**src/rtl/bsg_comm_link_credit_tx.sv**
```systemverilog
// Transmit end of one comm-link channel: registers guts words onto the pins
// and tracks remote receive-FIFO credits, which come back as toggles on the token line.
module bsg_comm_link_credit_tx #(
  parameter int width_p                = 9,
  parameter int credits_p              = 16,
  parameter int lg_credit_decimation_p = 2
) (
  input  logic                               clk_i,
  input  logic                               reset_i,
  input  logic                               v_i,
  input  logic [width_p-1:0]                 data_i,
  output logic                               ready_o,
  output logic                               io_v_o,
  output logic [width_p-1:0]                 io_data_o,
  input  logic                               io_tkn_i,
  output logic [$clog2(credits_p+1)-1:0]     credit_o,
  output logic                               idle_o,
  output logic                               error_o
);

  localparam int credit_width_lp = $clog2(credits_p+1);
  localparam logic [credit_width_lp:0]   credits_max_lp   = (credit_width_lp+1)'(credits_p);
  localparam logic [credit_width_lp:0]   credit_return_lp = (credit_width_lp+1)'(1 << lg_credit_decimation_p);
  localparam logic [credit_width_lp-1:0] credits_init_lp  = credit_width_lp'(credits_p);

  logic [credit_width_lp-1:0] credit_r;
  logic                       tkn_r;
  logic                       error_r;
  logic                       io_v_r;
  logic [width_p-1:0]         io_data_r;

  logic                       ready_s;
  logic                       send_s;
  logic                       return_s;
  logic                       overflow_s;
  logic [credit_width_lp:0]   credit_dec_s;
  logic [credit_width_lp:0]   credit_sum_s;
  logic [credit_width_lp-1:0] credit_next_s;

  // ready comes only from the credit register, so guts never see a v_i -> ready loop
  assign ready_s  = (credit_r != {credit_width_lp{1'b0}});
  assign send_s   = v_i & ready_s;
  assign return_s = io_tkn_i ^ tkn_r;

  // Credit arithmetic one bit wider than the counter so overflow shows before saturating
  always_comb begin
    credit_dec_s = {1'b0, credit_r} - {{credit_width_lp{1'b0}}, send_s};
    if (return_s) begin
      credit_sum_s = credit_dec_s + credit_return_lp;
    end else begin
      credit_sum_s = credit_dec_s;
    end
    if (credit_sum_s > credits_max_lp) begin
      credit_next_s = credits_init_lp;
      overflow_s    = 1'b1;
    end else begin
      credit_next_s = credit_sum_s[credit_width_lp-1:0];
      overflow_s    = 1'b0;
    end
  end

  // Credit counter, token history, sticky overflow flag and channel valid
  always_ff @(posedge clk_i) begin
    if (reset_i) begin
      credit_r <= credits_init_lp;
      tkn_r    <= 1'b0;
      error_r  <= 1'b0;
      io_v_r   <= 1'b0;
    end else begin
      credit_r <= credit_next_s;
      tkn_r    <= io_tkn_i;
      error_r  <= error_r | overflow_s;
      io_v_r   <= send_s;
    end
  end

  // Channel data loads only on an accepted word and otherwise holds
  always_ff @(posedge clk_i) begin
    if (reset_i) begin
      io_data_r <= {width_p{1'b0}};
    end else if (send_s) begin
      io_data_r <= data_i;
    end else begin
      io_data_r <= io_data_r;
    end
  end

  assign ready_o   = ready_s;
  assign io_v_o    = io_v_r;
  assign io_data_o = io_data_r;
  assign credit_o  = credit_r;
  assign idle_o    = (credit_r == credits_init_lp);
  assign error_o   = error_r;

endmodule

```
**config.mk**
```make
export PLATFORM = sky130hd
export DESIGN_NAME = bsg_comm_link_credit_tx
export DESIGN_NICKNAME = d
export VERILOG_FILES = /design/src/rtl/bsg_comm_link_credit_tx.sv
export SDC_FILE = /design/constraint.sdc
export NUM_CORES = 1
export LEC_CHECK = 0
export BUFFER_PORTS_ARGS = -buffer_cell sky130_fd_sc_hd__buf_4
export CAP_MARGIN = 20
export CORE_MARGIN = 10
export CORE_UTILIZATION = 45
export CTS_BUF_LIST = sky130_fd_sc_hd__clkbuf_4 sky130_fd_sc_hd__clkbuf_8
export DETAILED_ROUTE_END_ITERATION = 10
export GPL_ROUTABILITY_DRIVEN = 1
export PLACE_DENSITY = 0.72
export SYNTH_ARGS = -nofsm -noshare
export SYNTH_HDL_FRONTEND = slang
export SYNTH_SLANG_ARGS = --single-unit
```
**constraint.sdc**
```tcl
create_clock -name clk_i -period 8.84 [get_ports clk_i]
set_input_delay 2.21 -clock clk_i [delete_from_list [all_inputs] [get_ports clk_i]]
set_output_delay 2.21 -clock clk_i [all_outputs]
set_load 0.05 [all_outputs]
```
==> impl_metrics.py, run 1 <==
metrics = {
    "critical_path": {
        "crit_path_start": "v_i",
        "cpMostUsedCell": "ha_1",
        "crit_path_max_fanout": 11,
        "slowest_delay_ns": 0.40,
        "crit_arrival_ns": 4.76,
        "critPathRequiredTime_ns": 9.09,
        "crit_path_top_delay_cell": "a211oi_2",
        "crit_chain": "buf_4 > o21ai_2 > inv_1 > ha_1 > ha_1 > nor2b_1 > or2_1 > ha_1 > xnor3_1 > a211oi_2 > o31a_1",
        "end_kind": "register",
        "r2r-start": "credit_o[1]$_SDFF_PP0_",
        "crit_buf_inv": 2,
        "critPathKind": "in2reg",
        "start_kind": "input pin",
        "crit_family": "compound AO/OA/AOI/OAI gates",
    },
    "sta": {
        "finalMaxSlewViolations": 0,
        "rsz0062_at_grt": "false",
        "fin_ws_ns": 4.33,
        "post-route-period-util_pct": 51.1,
        "tightest_slew_ns": 0.641,
        "max-slew-margin-rel_pct": 57.3,
        "fmax_mhz": 222,
        "whs_ns": 0.507,
        "period_needed_ns": 4.51,
        "fin_tns_setup_ns": 0,
        "hold_violations": 0,
        "fin_skew_ns": 0.0127,
        "setup-violations-final": 0,
    },
    "detailed_routing": {
        "final_antenna_net_count": 0,
        "vias": 671,
        "firstDrtPassIters": 4,
        "drc": 0,
        "wl_per_cell_um": 13.9,
        "finalWirelength_mm": 1.95,
        "avgViaCountPerCell": 4.79,
        "drtIter0Drc": 16,
    },
    "power_and_ir_drop": {
        "seqPwrFrac_pct": 25.8,
        "pwr-share-comb_pct": 63.9,
        "power_density_mw_per_mm2": 380,
        "p_leak_nw": 0.544,
        "ir_drop_uv": 241,
        "power_switching_share_pct": 49.6,
        "p_switching_mw": 0.208,
        "p_int_mw": 0.211,
        "clock_power_share_pct": 10.4,
    },
    "synthesis": {
        "syn_nets": 100,
        "muxShareOfSynthArea_pct": 11.9,
        "synth_area_um2": 840,
        "yosysWarningCount": 0,
        "synthTopCellsByArea": "dfxtp_1 (41%), mux2i_1 (12%), nor2_1 (5.4%)",
        "yosys.cell_types.count": 29,
        "ys_ff_latch": 17,
        "synth_cells": 84,
        "synth_edf_count": 0,
        "synthXorXnorAreaFrac_pct": 7.90,
        "async_flop_share_pct": 0,
        "yosys.area.top_type": "dfxtp_1",
        "avgSynthCellArea_um2": 9.99,
        "yosysSeqAreaShare_pct": 40.5,
        "synth_ff_type": "dfxtp_1",
        "synth_fa_ha_area_share_pct": 4.47,
        "synth_top_area_share_pct": 40.5,
        "synth-simple-area-share_pct": 19.8,
        "synth_top_family_by_area": "simple AND/OR/NAND/NOR gates",
        "synth_common_cells": "dfxtp_1 (17), nor2_1 (12), mux2i_1 (10)",
        "synth_compound_area_share_pct": 9.54,
        "yosysMostFrequentCell": "dfxtp_1",
    },
    "grt": {
        "antenna_found_initial": 0,
        "grt_start_max_net_pins": 13,
        "grt.overflow.total": 0,
        "grt_pass1_wl_mm": 3.35,
        "track_usage_pct": 10.1,
        "grt_pass1_vias": 674,
    },
    "floorplan": {
        "start_util_pct": 48.1,
        "coreArea_mm2": 0.00175,
        "die-width_um": 63.2,
        "die_h_um": 63.2,
        "dieArea_mm2": 0.00399,
        "num_rows": 15,
        "ios": 31,
    },
    "clock_network": {
        "htree_levels": 1,
        "clk_latency_ns": 0.30,
        "cts_sinks": 17,
        "root_buffer": "clkbuf_4",
        "cts_buffers": 3,
        "cts_tree": "done",
        "clockBufferDepth": 2,
        "path_clk_slew_ns": 0.12,
        "ctsResizeCount": 0,
        "post-cts-setup-buffers": 0,
        "ctsHoldBuffers": 0,
    },
    "finish": {
        "regArea_um2": 340,
        "num_antenna_cells": 0,
        "areaGrowthSynthToFinish_pct": 31.1,
        "drive_gt1_share_pct": 33.9,
        "multiInputGateArea_um2": 450,
        "final_nets": 132,
        "final_cell_area_mm2": 0.00110,
        "fillers": 157,
    },
    "placed_design": {
        "io_buffers": 30,
        "post-place-ws_ns": 4.01,
        "gp_congestion": 0.868,
        "dpl.hpwl_mm": 1.60,
        "placedInstanceArea_mm2": 0.00107,
    },
    "min_path": {
        "min-delay-start": "io_data_o[7]$_SDFFE_PP0N_",
        "hold_path_class": "reg2reg",
    },
    "status": {
        "status": "finished, final reports clean",
    },
    "run": {
        "maxCapViolCount": 0,
    },
}
==> final cells by class <==
type	instances	area share, %
Clock buffer	3	2.05
Clock inverter	1	0.455
Inverter	7	2.39
Multi-Input combinational cell	57	40.9
Sequential cell	17	30.9
Tap cell	25	2.84
Timing Repair Buffer	30	20.5
==> final timing paths <==
check                              endpoint  slack, ns  depth (start not counted)
hold / removal    io_data_o[7]$_SDFFE_PP0N_       0.51                          2
setup reg to reg         error_o$_SDFF_PP0_       5.11                         11
setup / recovery         error_o$_SDFF_PP0_       4.33                         11
hold reg to reg   io_data_o[7]$_SDFFE_PP0N_       0.51                          2
==> through the flow <==
step | util (%) | instances | total power [mW]
6_report | 63.1 | 140 | 0.419
5_1_grt | 63.1 | 140 | 0.448
4_1_cts | 63.1 | 140 | 0.422
3_5_place_dp | 61.5 | 136 | 0.379
3_3_place_gp | 61.5 | 136 | 0.374
2_1_floorplan | - | 84 | 0.322
==> sequential cells by signal, summed over array words and instances (netlist names) <==
name / cells
credit_o: 5
error_o: 1
io_data_o: 9
io_v_o: 1
tkn_r: 1
==> layer usage <==
metal	global-route usage [%]	wire length (um)	up-vias
li1	-	-	348
met1	12.3	911	305
met2	15.9	920	16
met3	3.36	109	2
met4	4.10	12	0
met5	0	0	-
==> cells in the final DEF, fill, tap and decap left out <==
master	netlist	routed
clkinv_2	0	1
xnor2_1	2	2
clkbuf_4	0	3
nor4_1	3	3
xnor3_1	1	1
nand2b_1	3	3
nor3b_2	1	1
nand3_1	1	1
o21ai_2	1	1
mux2i_1	10	10
inv_1	7	7
a21oi_1	1	1
or2_1	1	1
o31a_1	1	1
or4_1	1	1
ha_1	3	3
nor4_2	1	1
o211ai_1	2	2
nor3b_1	1	1
nand2_1	2	2
a211o_1	1	1
a211oi_2	1	1
nor2b_1	3	3
nor2_1	12	12
o311a_4	1	1
buf_4	1	30
dfxtp_1	17	17
xor2_1	3	3
or3_1	1	1
==> power by group through the flow <==
| stage | clock (mW) | combinational (mW) | sequential [mW] |
|---|---|---|---|
| global placement | 0 | 0.265 | 0.110 |
| global route | 0.0477 | 0.290 | 0.111 |
| floorplan | 0 | 0.160 | 0.162 |
| detailed placement | 0 | 0.269 | 0.110 |
| CTS | 0.0441 | 0.270 | 0.108 |
| finish | 0.0434 | 0.268 | 0.108 |
==> cell families (layout without fill, tap and decap cells) <==
kind of cell / after synthesis / count (layout)
buffers and inverters: 10 / 41
and+or+nand+nor: 30 / 30
muxes: 10 / 10
AOI/OAI and AO/OA: 8 / 8
xor gates and xnor gates: 6 / 6
adders and majority gates: 3 / 3
DFF: 17 / 17
==> worst register-to-register path, delay by kind of cell, from the launching register on <==
kind | cells | cell delay, ns
adders and majority gates | 3 | 0.68
and+or+nand+nor | 3 | 1.02
AOI/OAI and AO/OA | 3 | 1.15
xor gates and xnor gates | 1 | 0.37
buffers and inverters | 1 | 0.10
DFF | 1 | 0.36
Note: power is estimated with default switching activity, not from simulation.
==> run 2: changes to the inputs <==
--- a/config.mk
+++ b/config.mk
@@ -5,6 +5,7 @@
 export SDC_FILE = /design/constraint.sdc
 export NUM_CORES = 1
 export LEC_CHECK = 0
+export ABC_AREA = 1
 export BUFFER_PORTS_ARGS = -buffer_cell sky130_fd_sc_hd__buf_4
 export CAP_MARGIN = 20
 export CORE_MARGIN = 10
==> constraint.sdc (replaced) <==
create_clock -name clk_i -period 4.6 [get_ports clk_i]
set_input_delay 1.15 -clock clk_i [delete_from_list [all_inputs] [get_ports clk_i]]
set_output_delay 1.15 -clock clk_i [all_outputs]
set_load 0.05 [all_outputs]
==> impl_metrics.py, run 2 <==
metrics = {
    "status": {
        "status": "finished, final reports clean",
    },
    "synthesis": {
        "synthTopCellsByArea": "dfxtp_1 (42%), nand2_1 (16%), nor2_1 (13%)",
        "synth_common_cells": "nand2_1 (34), nor2_1 (27), dfxtp_1 (17)",
        "yosys.cell_types.count": 16,
        "syn_nets": 139,
        "synth_top_area_share_pct": 42.1,
        "yosys.area.top_type": "dfxtp_1",
        "synth_edf_count": 0,
        "synth_ff_type": "dfxtp_1",
        "yosysMostFrequentCell": "nand2_1",
        "avgSynthCellArea_um2": 6.57,
        "synth_cells": 123,
        "yosysWarningCount": 0,
        "async_flop_share_pct": 0,
        "yosysSeqAreaShare_pct": 42.1,
        "synth_area_um2": 808,
        "ys_ff_latch": 17,
    },
    "floorplan": {
        "dieArea_mm2": 0.00389,
        "die_h_um": 62.4,
        "die-width_um": 62.4,
        "num_rows": 15,
        "ios": 31,
        "start_util_pct": 47.3,
        "coreArea_mm2": 0.00171,
    },
    "power_and_ir_drop": {
        "p_leak_nw": 0.594,
        "ir_drop_uv": 466,
        "power_density_mw_per_mm2": 796,
    },
    "sta": {
        "finalMaxSlewViolations": 0,
        "tightest_slew_ns": 0.314,
        "fin_skew_ns": 0.00234,
        "fin_tns_setup_ns": 0,
        "hold_violations": 0,
        "post-route-period-util_pct": 66.9,
        "max-slew-margin-rel_pct": 79.0,
        "setup-violations-final": 0,
        "period_needed_ns": 3.08,
        "fmax_mhz": 325,
        "rsz0062_at_grt": "false",
    },
    "critical_path": {
        "critPathRequiredTime_ns": 4.82,
        "crit_path_max_fanout": 11,
        "endpoint": "credit_o[0]$_SDFF_PP0_",
        "crit_path_start": "v_i",
        "start_kind": "input pin",
        "regToRegEndpoint": "credit_o[0]$_SDFF_PP0_",
        "crit_arrival_ns": 3.30,
        "ff2ff_setup_slack_ns": 1.71,
        "end_kind": "register",
        "worstRegToRegCells": 16,
        "r2r-start": "credit_o[2]$_SDFF_PP0_",
        "critPathKind": "in2reg",
    },
    "clock_network": {
        "clockBufferDepth": 2,
        "ctsResizeCount": 0,
        "path_clk_slew_ns": 0.09,
        "cts_tree": "done",
        "cts_buffers": 3,
        "root_buffer": "clkbuf_4",
        "ctsHoldBuffers": 0,
        "htree_levels": 1,
        "post-cts-setup-buffers": 0,
        "clk_latency_ns": 0.28,
        "cts_sinks": 17,
    },
    "detailed_routing": {
        "vias": 834,
        "final_antenna_net_count": 0,
        "avgViaCountPerCell": 4.63,
        "drtIter0Drc": 7,
        "wl_per_cell_um": 11.1,
        "drc": 0,
        "finalWirelength_mm": 2.00,
        "firstDrtPassIters": 6,
    },
    "placed_design": {
        "gp_congestion": 0.779,
        "io_buffers": 30,
        "placedInstanceArea_mm2": 0.00106,
        "dpl.hpwl_mm": 1.68,
    },
    "grt": {
        "grt_pass1_wl_mm": 3.27,
        "grt.overflow.total": 0,
        "grt_pass1_vias": 828,
        "antenna_found_initial": 0,
        "track_usage_pct": 10.0,
        "grt_start_max_net_pins": 13,
    },
    "finish": {
        "layout_common_cells": "nand2_1 (34), buf_4 (30), nor2_1 (27)",
        "num_antenna_cells": 0,
        "layout_commonest_cell": "nand2_1",
        "final_nets": 172,
        "drive_gt1_share_pct": 25.2,
        "largest_reg_flops": 9,
        "final_cell_area_mm2": 0.00109,
        "areaGrowthSynthToFinish_pct": 34.4,
    },
    "min_path": {
        "hold_path_class": "reg2reg",
    },
    "run": {
        "maxCapViolCount": 0,
    },
}
run 2: cell count changes after synthesis, sizes merged, moves of 7 or more:
cell,previous run,this run
mux2i,10,0
o21ai,1,9
inv,7,16
nand2,2,35
nand3,1,8
nor2,12,28
run 2: cell type report:
cell class,instances,area (um2)
tap,25,31.3
multi-input combinational,88,399
clock buffer,4,30.0
fill,156,622
timing repair buffer,30,225
inverter,16,60.1
sequential,17,340
run 2: worst min path at each step:
stage                                   start  cells after the start                        end  slack (ns)
floorplan                    tkn_r$_SDFF_PP0_                      6     credit_o[2]$_SDFF_PP0_        0.64
global route        io_data_o[2]$_SDFFE_PP0N_                      2  io_data_o[2]$_SDFFE_PP0N_        0.52
global placement    io_data_o[1]$_SDFFE_PP0N_                      2  io_data_o[1]$_SDFFE_PP0N_        0.47
finish              io_data_o[4]$_SDFFE_PP0N_                      2  io_data_o[4]$_SDFFE_PP0N_        0.50
CTS                 io_data_o[4]$_SDFFE_PP0N_                      2  io_data_o[4]$_SDFFE_PP0N_        0.50
detailed placement  io_data_o[4]$_SDFFE_PP0N_                      2  io_data_o[4]$_SDFFE_PP0N_        0.48
run 2: critical path: stages:
cell and delay (ns):
buf_4 0.11, nand2_1 0.24, inv_2 0.15, ha_1 0.26
ha_1 0.25, inv_1 0.08, nand2_1 0.05, nand2_1 0.10
ha_1 0.23, or2_1 0.22, nand2_1 0.08, nand2_1 0.06
nand2_2 0.08, nand3_2 0.09, nor2_1 0.13
run 2: layer usage:
metal	global-route usage (%)	up-vias	wire length (um)
met5	0	-	0
met4	6.70	0	38
met3	4.30	6	127
met2	18.1	20	1050
met1	8.80	366	786
li1	-	442	-
run 2: metrics by stage:
| step | hold WS, ns | utilization, % | setup WS, ns | instances | power [mW] |
|---|---|---|---|---|---|
| final | 0.497 | 63.6 | 1.52 | 180 | 0.864 |
| after global routing | 0.524 | 63.6 | 1.26 | 180 | 0.934 |
| after CTS | 0.505 | 63.6 | 1.50 | 180 | 0.873 |
| after detailed placement | 0.483 | 61.8 | 1.21 | 176 | 0.789 |
| after global placement | 0.468 | 61.8 | 1.29 | 176 | 0.776 |
| after floorplan | 0.638 | - | 1.42 | 123 | 0.640 |
run 2: cell families after synthesis:
family                     count (synthesis)  share of synthesized area [%]
and+or+nand+nor                           75                           38.5
adders and majority gates                  3                           4.64
AOI/OAI and AO/OA                         10                           6.19
buffers and inverters                     18                           8.51
DFF                                       17                           42.1
run 2: where the power goes:
group	total, mW	internal (mW)	switching, mW
sequential	0.212	0.185	0.0267
combinational	0.569	0.173	0.396
clock	0.0832	0.0395	0.0436
==> run 3: changes to the inputs <==
==> constraint.sdc (replaced) <==
create_clock -name clk_i -period 2.95 [get_ports clk_i]
set_input_delay 0.7375 -clock clk_i [delete_from_list [all_inputs] [get_ports clk_i]]
set_output_delay 0.7375 -clock clk_i [all_outputs]
set_load 0.05 [all_outputs]
==> impl_metrics.py, run 3 (synthesis results as in run 2) <==
metrics = {
    "sta": {
        "tightest_slew_ns": 0.310,
        "fin_skew_ns": 0.0105,
        "period_needed_ns": 2.54,
        "fmax_mhz": 394,
        "setup-violations-final": 0,
        "whs_ns": 0.492,
        "hold_violations": 0,
        "post-route-period-util_pct": 86.0,
        "max-slew-margin-rel_pct": 79.3,
        "rsz0062_at_grt": "false",
        "fin_tns_setup_ns": 0,
        "finalMaxSlewViolations": 0,
        "fin_ws_ns": 0.413,
    },
    "floorplan": {
        "ios": 31,
        "start_util_pct": 47.3,
        "die-width_um": 62.4,
        "die_h_um": 62.4,
        "num_rows": 15,
        "coreArea_mm2": 0.00171,
        "dieArea_mm2": 0.00389,
    },
    "detailed_routing": {
        "wl_per_cell_um": 11.2,
        "drtIter0Drc": 12,
        "avgViaCountPerCell": 4.69,
        "final_antenna_net_count": 0,
        "highest_layer": "met4",
        "wl_met3_um": 128,
        "finalWirelength_mm": 2.02,
        "drc": 0,
        "wl_met2_mm": 1.00,
        "vias": 849,
        "wl_met1_um": 875,
        "firstDrtPassIters": 4,
    },
    "clock_network": {
        "root_buffer": "clkbuf_4",
        "cts_sinks": 17,
        "ctsHoldBuffers": 0,
        "clk_latency_ns": 0.29,
        "htree_levels": 1,
        "ctsResizeCount": 0,
        "clockBufferDepth": 2,
        "cts_buffers": 3,
        "post-cts-setup-buffers": 0,
        "path_clk_slew_ns": 0.10,
        "cts_tree": "done",
    },
    "critical_path": {
        "ff2ff_setup_slack_ns": 0.41,
        "crit_path_start": "credit_o[1]$_SDFF_PP0_",
        "critPathRequiredTime_ns": 3.17,
        "end_kind": "register",
        "start_kind": "register",
        "crit_path_max_fanout": 10,
        "r2r-start": "credit_o[1]$_SDFF_PP0_",
        "crit_arrival_ns": 2.75,
        "critPathKind": "reg2reg",
        "regToRegEndpoint": "credit_o[2]$_SDFF_PP0_",
        "worstRegToRegCells": 16,
    },
    "placed_design": {
        "gp_congestion": 0.813,
        "io_buffers": 30,
        "dpl.hpwl_mm": 1.72,
        "post-place-ws_ns": 0.235,
        "placed_cells": 177,
    },
    "grt": {
        "grt.overflow.total": 0,
        "track_usage_pct": 10.7,
        "antenna_found_initial": 0,
        "grt_pass1_vias": 832,
        "grt_pass1_wl_mm": 3.46,
        "grt_start_max_net_pins": 13,
    },
    "min_path": {
        "hold-path-cell-count": 2,
        "min-delay-start": "io_data_o[7]$_SDFFE_PP0N_",
        "worst_hold_path.endpoint": "io_data_o[7]$_SDFFE_PP0N_",
        "hold_path_class": "reg2reg",
    },
    "run": {
        "maxCapViolCount": 0,
    },
    "finish": {
        "areaGrowthSynthToFinish_pct": 37.6,
        "drive_gt1_share_pct": 30.1,
        "fillers": 170,
        "num_antenna_cells": 0,
        "final_nets": 173,
        "fin_cells": 181,
        "layout_commonest_cell": "nand2_1",
        "largest_reg_flops": 9,
        "layout_common_cells": "nand2_1 (34), buf_4 (31), nor2_1 (27)",
    },
    "power_and_ir_drop": {
        "seqPwrFrac_pct": 25.0,
        "power_density_mw_per_mm2": 1230,
        "pwr-share-comb_pct": 66.2,
        "ir_drop_uv": 614,
        "p_switching_mw": 0.732,
        "p_leak_nw": 0.600,
        "clock_power_share_pct": 8.8,
        "p_int_mw": 0.634,
        "power_switching_share_pct": 53.6,
    },
    "status": {
        "status": "finished, final reports clean",
    },
}
==> run 3: cell types whose count changed in the layout (fill, tap and decap cells not counted) <==
cell      before  now
clkinv_2       0    1
nor2_2         1    0
ha_1           3    1
nor2_4         0    1
dfxtp_1       17   12
dfxtp_4        0    2
dfxtp_2        0    3
ha_2           0    2
clkbuf_4       4    3
buf_4         30   31
==> run 3: cell type report <==
cell class	count	area [um2]	area share, %
Clock buffer	3	22.5	2.02
Clock inverter	1	5.00	0.450
Inverter	16	60.1	5.40
Multi-Input combinational cell	88	409	36.8
Sequential cell	17	352	31.6
Tap cell	25	31.3	2.81
Timing Repair Buffer	31	233	20.9
==> run 3: routing by layer <==
metal  up-vias  track usage, %
met1       377            10.9
li1        446               -
met3         2            3.76
met2        24            18.7
met5         -               0
met4         0            5.31
==> run 3: worst max-delay path by stage <==
stage,slack (ns),end
after floorplan,0.03,error_o$_SDFF_PP0_
after global placement,0.29,credit_o[2]$_SDFF_PP0_
after detailed placement,0.23,credit_o[2]$_SDFF_PP0_
after CTS,0.41,credit_o[2]$_SDFF_PP0_
after global routing,0.19,credit_o[2]$_SDFF_PP0_
final,0.41,credit_o[2]$_SDFF_PP0_
==> run 3: metrics by stage <==
stage	power (mW)	area [um2]	utilization, %
after global routing	1.50	1110	65.1
final	1.37	1110	65.1
after global placement	1.24	1080	63.5
after CTS	1.39	1110	65.1
after floorplan	1.02	830	-
after detailed placement	1.26	1080	63.5
==> run 3: power by group through the flow <==
| stage | Combinational [mW] | Sequential, mW | Clock, mW |
|---|---|---|---|
| floorplan | 0.485 | 0.539 | 0 |
| global placement | 0.896 | 0.347 | 0 |
| detailed placement | 0.913 | 0.347 | 0 |
| CTS | 0.917 | 0.342 | 0.127 |
| global route | 1.01 | 0.351 | 0.137 |
| finish | 0.905 | 0.341 | 0.121 |
==> run 3: critical path: stages, from the launching register on <==
cell and delay [ns]:
dfxtp_4 0.37, nor2_4 0.14, nand4_1 0.18, nand2_1 0.15, inv_2 0.10, ha_2 0.21
ha_2 0.20, inv_1 0.07, nand2_1 0.05, nand2_1 0.09, ha_1 0.23, or2_1 0.22
nand2_1 0.08, nand2_1 0.06, nand2_2 0.08, nand3_2 0.09, nor2_1 0.15
